[src/rtl/pack_pkg.sv]
`default_nettype none
// ============================================================================
// Module   : pack_pkg
// Brief    : Shared constants and types for the packet sender/receiver pair.
//            Sync marker, frame geometry and the receiver state encoding.
// Revision : 1.0 - initial release
// ============================================================================
package pack_pkg;

  // Four-byte marker that precedes frames on the line (FF FF FF 7F)
  localparam logic [31:0] SYNC_WORD   = 32'hFFFF_FF7F;
  localparam int          FRAME_BYTES = 16;
  localparam int          FRAME_WORDS = 8;

  typedef enum logic [0:0] {
    HUNT  = 1'b0,
    FRAME = 1'b1
  } rxState_t;

  // True when the newest four bytes (oldest in the top byte) form the marker
  function automatic logic isSync(input logic [31:0] window);
    return window == SYNC_WORD;
  endfunction

endpackage
`default_nettype wire

[src/rtl/pack_slot_ram.sv]
`default_nettype none
// ============================================================================
// Module   : pack_slot_ram
// Brief    : NSLOT x 8 x 16-bit simple dual-port frame store. One write port
//            with byte-lane enables, one read port with a registered output.
// Revision : 1.0 - initial release
// ============================================================================
module pack_slot_ram
  import pack_pkg::*;
#(
  parameter int NSLOT  = 4,
  parameter int ADDR_W = $clog2(NSLOT * FRAME_WORDS)
) (
  input  logic              clk,
  input  logic              wrEn,
  input  logic [1:0]        wrBe,
  input  logic [ADDR_W-1:0] wrAddr,
  input  logic [15:0]       wrData,
  input  logic [ADDR_W-1:0] rdAddr,
  output logic [15:0]       rdData
);

  localparam int c_depth = NSLOT * FRAME_WORDS;

  // One byte-wide bank per lane so a single received byte updates half a word
  for (genvar lane = 0; lane < 2; lane++) begin : g_lane
    logic [7:0] r_mem [c_depth];
    logic [7:0] r_rd;

    // Lane write
    always_ff @(posedge clk) begin
      if (wrEn && wrBe[lane]) begin
        r_mem[wrAddr] <= wrData[8*lane +: 8];
      end
    end

    // Registered lane read
    always_ff @(posedge clk) begin
      r_rd <= r_mem[rdAddr];
    end

    assign rdData[8*lane +: 8] = r_rd;
  end

endmodule
`default_nettype wire

[src/rtl/pack_recv.sv]
`default_nettype none
// ============================================================================
// Module   : pack_recv
// Brief    : Byte-stream receiver. Hunts for the FF FF FF 7F marker, rebuilds
//            16-byte frames into 8 x 16-bit words, buffers up to NSLOT frames
//            and serves them through a packet/word strobe interface.
// Revision : 1.0 - initial release
// ============================================================================
module pack_recv
  import pack_pkg::*;
#(
  parameter int NSLOT   = 4,
  parameter int STRETCH = 2047
) (
  input  logic        clk,
  input  logic        rst,
  input  logic        ByteValid,
  input  logic [7:0]  ByteIn,
  input  logic        ByteErr,
  output logic        SyncOk,
  output logic        PacketAvail,
  input  logic        PacketNext,
  input  logic        PacketNextWd,
  output logic [15:0] PacketOut,
  output logic        PacketOverf
);

  localparam int c_ptrW = (NSLOT > 1) ? $clog2(NSLOT) : 1;
  localparam int c_cntW = c_ptrW + 1;
  localparam int c_biW  = $clog2(FRAME_BYTES);
  localparam int c_wdW  = $clog2(FRAME_WORDS);
  localparam int c_wpW  = c_wdW + 1;
  localparam int c_strW = $clog2(STRETCH + 1);
  localparam int c_adrW = c_ptrW + c_wdW;

  localparam logic [c_cntW-1:0] c_slots    = c_cntW'(NSLOT);
  localparam logic [c_biW-1:0]  c_lastByte = c_biW'(FRAME_BYTES - 1);
  localparam logic [c_biW-1:0]  c_syncByte = c_biW'(3);
  // Word pointer: all-ones means "before word 0" so one increment lands on 0
  localparam logic [c_wpW-1:0]  c_wpBefore = '1;
  localparam logic [c_wpW-1:0]  c_wpEnd    = c_wpW'(FRAME_WORDS);

  // Receive side
  rxState_t          r_state;
  logic [c_biW-1:0]  r_bi;
  logic [31:0]       r_shift;
  logic              r_lost;

  // Buffer / consumer side
  logic [c_ptrW-1:0] r_wrPtr;
  logic [c_ptrW-1:0] r_rdPtr;
  logic [c_ptrW-1:0] r_openSlot;
  logic [c_cntW-1:0] r_complete;
  logic              r_open;
  logic [c_wpW-1:0]  r_wp;
  logic              r_wordValid;
  logic [c_strW-1:0] r_stretch;

  logic [31:0]       w_window;
  logic              w_byteAcc;
  logic              w_syncHit;
  logic [c_cntW-1:0] w_used;
  logic              w_noFree;
  logic              w_ramWe;
  logic              w_lastByte;
  logic              w_commit;
  logic              w_drop;
  logic              w_take;
  logic              w_openNext;
  logic [c_ptrW-1:0] w_openSlotNext;
  logic [c_wpW-1:0]  w_wpNext;
  logic [15:0]       w_ramRd;

  assign w_byteAcc  = ByteValid && !ByteErr;
  assign w_window   = {r_shift[23:0], ByteIn};
  assign w_syncHit  = isSync(w_window);
  assign w_used     = r_complete + c_cntW'(r_open);
  assign w_noFree   = (w_used == c_slots);
  // With no free slot the write pointer aliases a live slot, so writes are
  // suppressed and the frame is remembered as lost instead.
  assign w_ramWe    = w_byteAcc && (r_state == FRAME) && !w_noFree;
  assign w_lastByte = w_byteAcc && (r_state == FRAME) && (r_bi == c_lastByte);
  assign w_commit   = w_lastByte && !w_noFree && !r_lost;
  assign w_drop     = w_lastByte && !w_commit;
  assign w_take     = PacketNext && (r_complete != '0);

  // Next consumer view: PacketNext opens/frees, otherwise PacketNextWd steps
  always_comb begin
    w_openNext     = r_open;
    w_openSlotNext = r_openSlot;
    w_wpNext       = r_wp;
    if (PacketNext) begin
      w_openNext = w_take;
      if (w_take) begin
        w_openSlotNext = r_rdPtr;
        w_wpNext       = c_wpBefore;
      end
    end else if (PacketNextWd && (r_wp != c_wpEnd)) begin
      w_wpNext = r_wp + c_wpW'(1);
    end
  end

  // Sync hunt and byte-index tracking; an error always forces a fresh hunt
  always_ff @(posedge clk or negedge rst) begin
    if (!rst) begin
      r_state <= HUNT;
      r_bi    <= '0;
      r_shift <= '0;
      r_lost  <= 1'b0;
    end else if (ByteErr) begin
      r_state <= HUNT;
      r_bi    <= '0;
      r_shift <= '0;
      r_lost  <= 1'b0;
    end else if (ByteValid) begin
      r_shift <= w_window;
      case (r_state)
        HUNT: begin
          if (w_syncHit) begin
            r_state <= FRAME;
            r_bi    <= '0;
            r_lost  <= 1'b0;
          end
        end
        FRAME: begin
          if (((r_bi == c_syncByte) && w_syncHit) || (r_bi == c_lastByte)) begin
            r_bi   <= '0;
            r_lost <= 1'b0;
          end else begin
            r_bi   <= r_bi + c_biW'(1);
            r_lost <= r_lost | w_noFree;
          end
        end
        default: r_state <= HUNT;
      endcase
    end
  end

  // Slot bookkeeping and the open frame's word pointer
  always_ff @(posedge clk or negedge rst) begin
    if (!rst) begin
      r_wrPtr     <= '0;
      r_rdPtr     <= '0;
      r_openSlot  <= '0;
      r_complete  <= '0;
      r_open      <= 1'b0;
      r_wp        <= '0;
      r_wordValid <= 1'b0;
    end else begin
      if (w_commit) begin
        r_wrPtr <= r_wrPtr + c_ptrW'(1);
      end
      if (w_take) begin
        r_rdPtr <= r_rdPtr + c_ptrW'(1);
      end
      r_complete  <= r_complete + c_cntW'(w_commit) - c_cntW'(w_take);
      r_open      <= w_openNext;
      r_openSlot  <= w_openSlotNext;
      r_wp        <= w_wpNext;
      r_wordValid <= w_openNext && (w_wpNext < c_wpEnd);
    end
  end

  // Overflow indicator: reload on a dropped frame, then count down to zero
  always_ff @(posedge clk or negedge rst) begin
    if (!rst) begin
      r_stretch <= '0;
    end else if (w_drop) begin
      r_stretch <= c_strW'(STRETCH);
    end else if (r_stretch != '0) begin
      r_stretch <= r_stretch - c_strW'(1);
    end
  end

  pack_slot_ram #(
    .NSLOT  (NSLOT),
    .ADDR_W (c_adrW)
  ) u_ram (
    .clk    (clk),
    .wrEn   (w_ramWe),
    .wrBe   (r_bi[0] ? 2'b10 : 2'b01),
    .wrAddr ({r_wrPtr, r_bi[c_biW-1:1]}),
    .wrData ({ByteIn, ByteIn}),
    .rdAddr ({w_openSlotNext, w_wpNext[c_wdW-1:0]}),
    .rdData (w_ramRd)
  );

  assign SyncOk      = (r_state == FRAME);
  assign PacketAvail = (r_complete != '0);
  assign PacketOverf = (r_stretch != '0);
  assign PacketOut   = r_wordValid ? w_ramRd : 16'h0000;

endmodule
`default_nettype wire

[config.mk]
export PLATFORM = sky130hd
export DESIGN_NAME = pack_recv
export DESIGN_NICKNAME = d
export VERILOG_FILES = /design/src/rtl/pack_pkg.sv /design/src/rtl/pack_slot_ram.sv /design/src/rtl/pack_recv.sv
export SDC_FILE = /design/constraint.sdc
export NUM_CORES = 1
export LEC_CHECK = 0
export CORE_MARGIN = 4
export CORE_UTILIZATION = 60
export DETAILED_ROUTE_END_ITERATION = 12
export GPL_ROUTABILITY_DRIVEN = 0
export GPL_TIMING_DRIVEN = 1
export PLACE_DENSITY = 0.77
export SLEW_MARGIN = 0
export SYNTH_ARGS = -nofsm -noshare
export SYNTH_HDL_FRONTEND = slang
export SYNTH_SLANG_ARGS = --single-unit
[constraint.sdc]
create_clock -name clk -period 3.38 [get_ports clk]
set_input_delay 0.676 -clock clk [delete_from_list [all_inputs] [get_ports clk]]
set_output_delay 0.676 -clock clk [all_outputs]
set_load 0.005 [all_outputs]
==> tab_implementation.tex <==
\begin{tabular}{lr}
\hline
Metric & Value \\
\hline
\multicolumn{2}{l}{\textbf{Drt}} \\
\quad Number of violations reported at the end of detailed-routing iteration 0 & 2087 \\
\quad Mean number of vias per cell & 6.34 \\
\quad Total via count in the routed design & 14200 \\
\quad Antenna violation net count after detailed routing & 0 \\
\quad Iteration count of the initial detailed-routing pass & 6 \\
\quad Detailed-route wire length & 57400 um \\
\quad DRC violation count after routing & 0 \\
\quad Wire length per cell after detailed routing & 25.7 um \\
\multicolumn{2}{l}{\textbf{Logic synthesis}} \\
\quad Async set or reset register ratio after synthesis & 9.59\% \\
\quad Number of distinct library cell variants in the gate-level netlist after synthesis & 55 \\
\quad Post-Synthesis Cell Area & 23000 um\^{}2 \\
\quad Yosys warns & 0 \\
\quad Flip-flop and latch count after synthesis & 584 \\
\quad Gate count of the mapped netlist & 1549 \\
\quad Most common flop cell mapped by yosys & edfxtp\_1 \\
\quad Nets in the synthesized netlist & 1577 \\
\quad Avg Synthesized Cell Area & 14.9 um\^{}2 \\
\quad Number of flops mapped to enable cells by yosys & 512 \\
\quad Sequential fraction of the synthesis area & 74.2\% \\
\multicolumn{2}{l}{\textbf{STA}} \\
\quad Highest Clock Rate & 305 MHz \\
\quad Final hold vios & 0 \\
\quad Unrepaired setup endpoints after global routing & no \\
\quad Measured slew at the worst slew-check pin & 1.35 ns \\
\quad Max-slew violation count & 0 \\
\quad Setup slack after layout & 0.100 ns \\
\quad Normalized max-slew margin & 9.49\% \\
\quad Final setup violating endpoints & 0 \\
\quad Min Tclk post-route & 3.28 ns \\
\quad Post-route worst hold slack & 0.161 ns \\
\quad Ratio of final minimum period to clock period & 97.0\% \\
\quad Accumulated negative setup slack & 0 ns \\
\quad Final Skew & 0.0149 ns \\
\multicolumn{2}{l}{\textbf{Pwr}} \\
\quad Logic gate share of total power & 15.6\% \\
\quad Leak Pwr & 9.73 nW \\
\quad Psw & 4.51 mW \\
\quad Portion of total power attributed to the clock network & 35.6\% \\
\quad Sw frac & 26.6\% \\
\quad Internal & 12.5 mW \\
\quad IR drop worst, VDD & 430 uV \\
\quad Total power & 17.0 mW \\
\quad Pwr dens & 643 nW/um\^{}2 \\
\quad Sequential share of power & 48.8\% \\
\multicolumn{2}{l}{\textbf{Worst setup path}} \\
\quad Length in cells of the worst reg-to-reg path & 8 \\
\quad Maximum fanout along the worst path & 16 \\
\quad Startpoint type of the worst setup path & register \\
\quad Arrival time reported for the critical path endpoint & 3.77 ns \\
\quad Critical path data required time & 3.87 ns \\
\quad Type of the worst setup path & register to register \\
\quad Critical path's largest stage delay & 1.05 ns \\
\quad Critical-path cell with the highest stage delay & nor2\_1 \\
\quad Worst-path cell chain & o31ai\_4 -> inv\_2 -> nor2\_2 -> a32oi\_1 -> nor2\_1 -> a32oi\_1 -> nand4\_1 -> nor2\_1 \\
\quad Worst setup EP type & register \\
\multicolumn{2}{l}{\textbf{Hold path}} \\
\quad Hold crit path type & primary input to async pin \\
\multicolumn{2}{l}{\textbf{Layout}} \\
\quad Post-synthesis to final-layout area growth & 14.5\% \\
\quad Share of layout cells above drive strength 1 & 13.3\% \\
\quad Most frequent cells in the layout & 512 x edfxtp\_1, 282 x nand2\_1, 153 x mux2i\_1 \\
\quad End-of-flow core utilization & 69.9\% \\
\quad Count of inserted antenna diode cells & 0 \\
\quad Commonest non-fill, non-tap cell in the layout & edfxtp\_1 \\
\quad Nets@finish & 1706 \\
\multicolumn{2}{l}{\textbf{CTS}} \\
\quad Total clock buffers created by CTS & 55 \\
\quad Post-CTS Hold Buffers & 0 \\
\quad Clk Tree Root Cell & clkbuf\_16 \\
\quad Clock tree from TritonCTS & built \\
\quad Maximum buffer depth of the clock tree & 3 \\
\quad Count of clock tree sinks & 584 \\
\quad H-tree Lvls & 2 \\
\quad Post-CTS clock slew at the launch and capture registers of the worst setup and hold paths & 0.07 ns \\
\quad Worst-skew pair later-pin latency & 0.60 ns \\
\multicolumn{2}{l}{\textbf{Floorplan}} \\
\quad IO Pins & 33 \\
\quad Total die area & 41600 um\^{}2 \\
\quad Initial Util & 61.0\% \\
\quad Core ar. & 37800 um\^{}2 \\
\quad Number of placement rows & 71 \\
\quad Overall die width & 204 um \\
\quad Chip height & 204 um \\
\multicolumn{2}{l}{\textbf{Placed design}} \\
\quad Placement-stage worst setup slack & -0.223 ns \\
\quad Half-perimeter wire length after placement & 35200 um \\
\quad IO buf count & 32 \\
\multicolumn{2}{l}{\textbf{GRT}} \\
\quad Number of global-route vias before repair & 14000 \\
\quad Global-route wire length before repair & 86300 um \\
\quad Number of antenna violations at the first check in global routing & 4 \\
\quad Residual overflow from global routing & 0 \\
\quad Pin count of the biggest net entering global routing & 66 \\
\quad Total Routing Usage GR & 27.6\% \\
\multicolumn{2}{l}{\textbf{Flow run}} \\
\quad Number of violations of the max-capacitance limit & 0 \\
\multicolumn{2}{l}{\textbf{Outcome}} \\
\quad Result of the run & complete, no violations \\
\hline
\end{tabular}
## final cells by class
class	count	area [um^2]
flip-flops and latches	584	17100
fillers	2399	11400
multi-input cells	870	5500
clock buffers	80	1570
repair buffers	149	1290
well taps	511	639
clock inverters	22	199
inverters	18	75.1
## through the flow
stage,area [um^2],std cells
floorplan,23000,1549
global placement,24600,2131
detailed placement,24600,2131
CTS,26400,2234
global route,26400,2234
finish,26400,2234
## critical path, delay by kind of cell (launching register included)
kind | cells | cell delay, ns
and+or+nand+nor | 4 | 1.51
AOI/OAI and AO/OA | 3 | 1.00
DFF | 1 | 0.45
buffers and inverters | 1 | 0.20
## timing repair
| item | in CTS | in global routing |
|---|---|---|
| buffers inserted | 1 | 0 |
| pin swaps | 1 | 0 |
| setup endpoints to repair | 1 | 16 |
| resized for setup | 0 | 5 |
## flip-flops by register name (all words and copies together) (netlist names)
register	cells
r_wrPtr	2
r_stretch	11
r_shift	24
r_openSlot	2
r_wp	4
SyncOk	1
r_lost	1
r_bi	4
r_complete	3
u_ram.g_lane.r_rd	16
r_rdPtr	2
r_open	1
u_ram.g_lane.r_mem	512
r_wordValid	1
## power groups by stage
| stage | clock (mW) | combinational (mW) | sequential (mW) |
|---|---|---|---|
| CTS | 6.08 | 2.59 | 8.26 |
| global route | 6.38 | 2.82 | 8.28 |
| finish | 6.05 | 2.64 | 8.27 |
| global placement | 0 | 2.50 | 8.41 |
| floorplan | 0 | 1.61 | 8.26 |
| detailed placement | 0 | 2.57 | 8.41 |
## kinds of logic (layout without fill, tap and decap cells)
family,after synthesis,in the layout,share of synthesized area (%)
flip-flops,584,584,74.2
AND/OR/NAND/NOR,514,514,9.51
AO/OA/AOI/OAI,178,178,6.41
multiplexers,153,153,6.65
buffers and inverters,95,269,2.02
adder cells (fa/ha/maj),14,14,0.793
XOR/XNOR,11,11,0.418
## Yosys cell counts, types with 3 or more instances
| cell type | count | area, um^2 |
|---|---|---|
| inv_1 | 16 | 60.1 |
| a21oi_1 | 8 | 40.0 |
| a32oi_1 | 129 | 1130 |
| nand2b_1 | 6 | 37.5 |
| ha_1 | 13 | 163 |
| buf_1 | 8 | 30.0 |
| and2_1 | 16 | 100 |
| buf_2 | 33 | 165 |
| dfxtp_1 | 16 | 320 |
| nand3_1 | 9 | 45.0 |
| buf_4 | 12 | 90.1 |
| dfrtp_1 | 56 | 1400 |
| clkbuf_1 | 21 | 78.8 |
| nor3_1 | 8 | 40.0 |
| nor2b_1 | 5 | 31.3 |
| o21ai_0 | 11 | 55.1 |
| edfxtp_1 | 512 | 15400 |
| buf_6 | 3 | 33.8 |
| xnor2_1 | 10 | 87.6 |
| and3_1 | 4 | 25.0 |
| nand4_1 | 41 | 257 |
| mux2i_1 | 153 | 1530 |
| or3_1 | 3 | 18.8 |
| nor4_1 | 3 | 18.8 |
| a31oi_1 | 5 | 31.3 |
| nor2_1 | 124 | 465 |
| nor2_2 | 5 | 31.3 |
| nand2_1 | 282 | 1060 |
| a21o_1 | 3 | 22.5 |
## worst paths after layout
path	start	to	slack [ns]
hold reg to reg	r_stretch[10]$_DFFE_PN0P_	r_stretch[10]$_DFFE_PN0P_	0.48
max in group asynchronous	rst	r_stretch[2]$_DFFE_PN0P_	2.41
min in group clk	r_stretch[10]$_DFFE_PN0P_	r_stretch[10]$_DFFE_PN0P_	0.48
setup reg to reg	r_complete[2]$_DFF_PN0_	u_ram.g_lane[1].r_rd[1]$_DFF_P_	0.10
setup / recovery	r_complete[2]$_DFF_PN0_	u_ram.g_lane[1].r_rd[1]$_DFF_P_	0.10
hold / removal	rst	r_shift[10]$_DFFE_PN0P_	0.16
## per-layer routing
| layer | global-route usage, % | up-vias | routed length (um) |
|---|---|---|---|
| met5 | 0 | - | 31 |
| met4 | 9.33 | 4 | 2150 |
| met3 | 7.19 | 156 | 6470 |
| met2 | 43.1 | 923 | 27000 |
| met1 | 38.5 | 6931 | 21800 |
| li1 | - | 6155 | - |
(Power assumes the default switching activity.)
==> patch: new RTL, same settings <==
Make the reset (`rst`) synchronous in 3 clocked blocks.
--- a/src/rtl/pack_recv.sv
+++ b/src/rtl/pack_recv.sv
@@ -101,7 +101,7 @@
   end
 
   // Sync hunt and byte-index tracking; an error always forces a fresh hunt
-  always_ff @(posedge clk or negedge rst) begin
+  always_ff @(posedge clk) begin
     if (!rst) begin
       r_state <= HUNT;
       r_bi    <= '0;
@@ -137,7 +137,7 @@
   end
 
   // Slot bookkeeping and the open frame's word pointer
-  always_ff @(posedge clk or negedge rst) begin
+  always_ff @(posedge clk) begin
     if (!rst) begin
       r_wrPtr     <= '0;
       r_rdPtr     <= '0;
@@ -162,7 +162,7 @@
   end
 
   // Overflow indicator: reload on a dropped frame, then count down to zero
-  always_ff @(posedge clk or negedge rst) begin
+  always_ff @(posedge clk) begin
     if (!rst) begin
       r_stretch <= '0;
     end else if (w_drop) begin
Formal check against the unedited RTL: not equivalent (Yosys sat finds a counterexample within 10 cycles, from zero or initial values and one cycle with rst low; the reset may be asserted at any time).
==> patch against the unedited design <==
Power up 16%. Cell count up 1.0%. Sequential power about the same. Routed wire length down 6.4%. Critical path type is now register to primary output. Setup slack better by 0.14 ns. Sequential cell count unchanged. Area after synthesis down 0.81%. Clock skew up 0.0069 ns. Largest cell class unchanged. First-iteration DRC count down 24%. Final area up 0.61%. Utilization up 0.76 points. Largest power group unchanged. Die area down 0.77%.
==> patch: results <==
{
  "worstReg2RegEnd": "r_complete[2]",
  "synth_cell_types": 48,
  "nNetsFinal": 1726,
  "highest_layer": "met4",
  "synth_commonest_cells": "edfxtp_1 (512), nand2_1 (191), nor2_1 (165)",
  "cts_made_buffers": 56,
  "yosysSeqAreaShare_pct": 73.6,
  "cellLeakagePower_nw": 9.10,
  "critPathMaxFanout": 5,
  "finClkSkew_ns": 0.0217,
  "cp_data_arrival_time_ns": 2.46,
  "ff2ff_setup_slack_ns": 0.26,
  "cpPeakStageDelay_ns": 0.59,
  "via_count": 13900,
  "drtPass1Iterations": 8,
  "post-dp-hpwl_um": 33000,
  "drt_iter0_drc": 1596,
  "syn-num-nets": 1581,
  "ys_top_cells_by_area": "edfxtp_1 (67%), dfxtp_1 (6.3%), mux2i_1 (3.3%), mux4_2 (3.2%), nand2_1 (3.1%)",
  "status": "complete, no violations",
  "drive_gt1_share_pct": 15.9,
  "wl_met2_um": 27000,
  "hold_class": "register to register",
  "grtUsageTotal_pct": 26.2,
  "wl_um": 53700,
  "critPathLaunch": "r_stretch[4]",
  "wl_met3_um": 4750,
  "grt.met2_usage_pct": 43.5,
  "fillers": 2341,
  "insertion_delay_ns": 0.62,
  "irDropWorstVdd_mv": 0.461,
  "internal-power_mw": 13.9,
  "ff2ff_path_depth": 14,
  "antenna_found_initial": 2,
  "met3_usage_pct": 5.39,
  "grt_first_pass_wirelength_um": 82600,
  "r2r_start": "r_complete[0]",
  "globalRouteMet1Util_pct": 35.3,
  "endpoint": "PacketOverf"
}
-- patch: timing repair --
action                     in CTS  in global routing
setup endpoints to repair       1                  1
resized for setup               0                  1
gates cloned                    0                  0
buffers inserted                1                  0
pin swaps                       1                  0
-- patch: cells by family after synthesis --
kind of cell / share of synthesized area, %
fa+ha+maj: 0.799
compound gates: 6.22
simple gates: 10.6
flops: 73.6
mux: 6.49
buf+inv: 1.82
xor+xnor: 0.498
-- patch: worst min-delay path by stage --
stage,end,slack (ns),cells after the start
after floorplan,r_stretch[10],0.46,2
after global placement,r_stretch[10],0.47,2
after detailed placement,r_shift[19],0.48,2
after CTS,r_stretch[10],0.50,2
after global routing,r_shift[20],0.53,2
final,r_shift[22],0.49,2
-- patch: critical path, delay by kind of cell (launching register included) --
family | cells | cell delay (ns)
and+or+nand+nor | 3 | 1.02
buffers and inverters | 1 | 0.50
DFF | 1 | 0.35
-- patch: power groups by stage --
stage | Clock (mW) | Sequential [mW] | Combinational (mW)
floorplan | 0 | 8.30 | 3.30
global placement | 0 | 8.41 | 5.06
detailed placement | 0 | 8.41 | 5.18
CTS | 6.34 | 8.26 | 5.22
global route | 6.70 | 8.27 | 5.66
finish | 6.26 | 8.27 | 5.23
-- patch: through the flow --
step                TNS (ns)  utilization, %  instance area [um2]  worst slack [ns]  std cells
finish                     0            70.6                26500             0.242       2257
floorplan                  0               -                22900             0.328       1553
CTS                        0            70.6                26500             0.190       2256
detailed placement     -4.00            65.6                24700            -0.291       2150
global route               0            70.6                26500            0.0709       2256
global placement       -3.06            65.6                24700            -0.211       2150
-- patch: cell type report --
type,count,area share [%]
multi-input cells,869,21.3
clock buffers,85,6.19
well taps,511,2.41
inverters,19,0.269
clock inverters,20,0.844
repair buffers,168,5.56
diodes,1,0.00943
flip-flops and latches,584,63.4
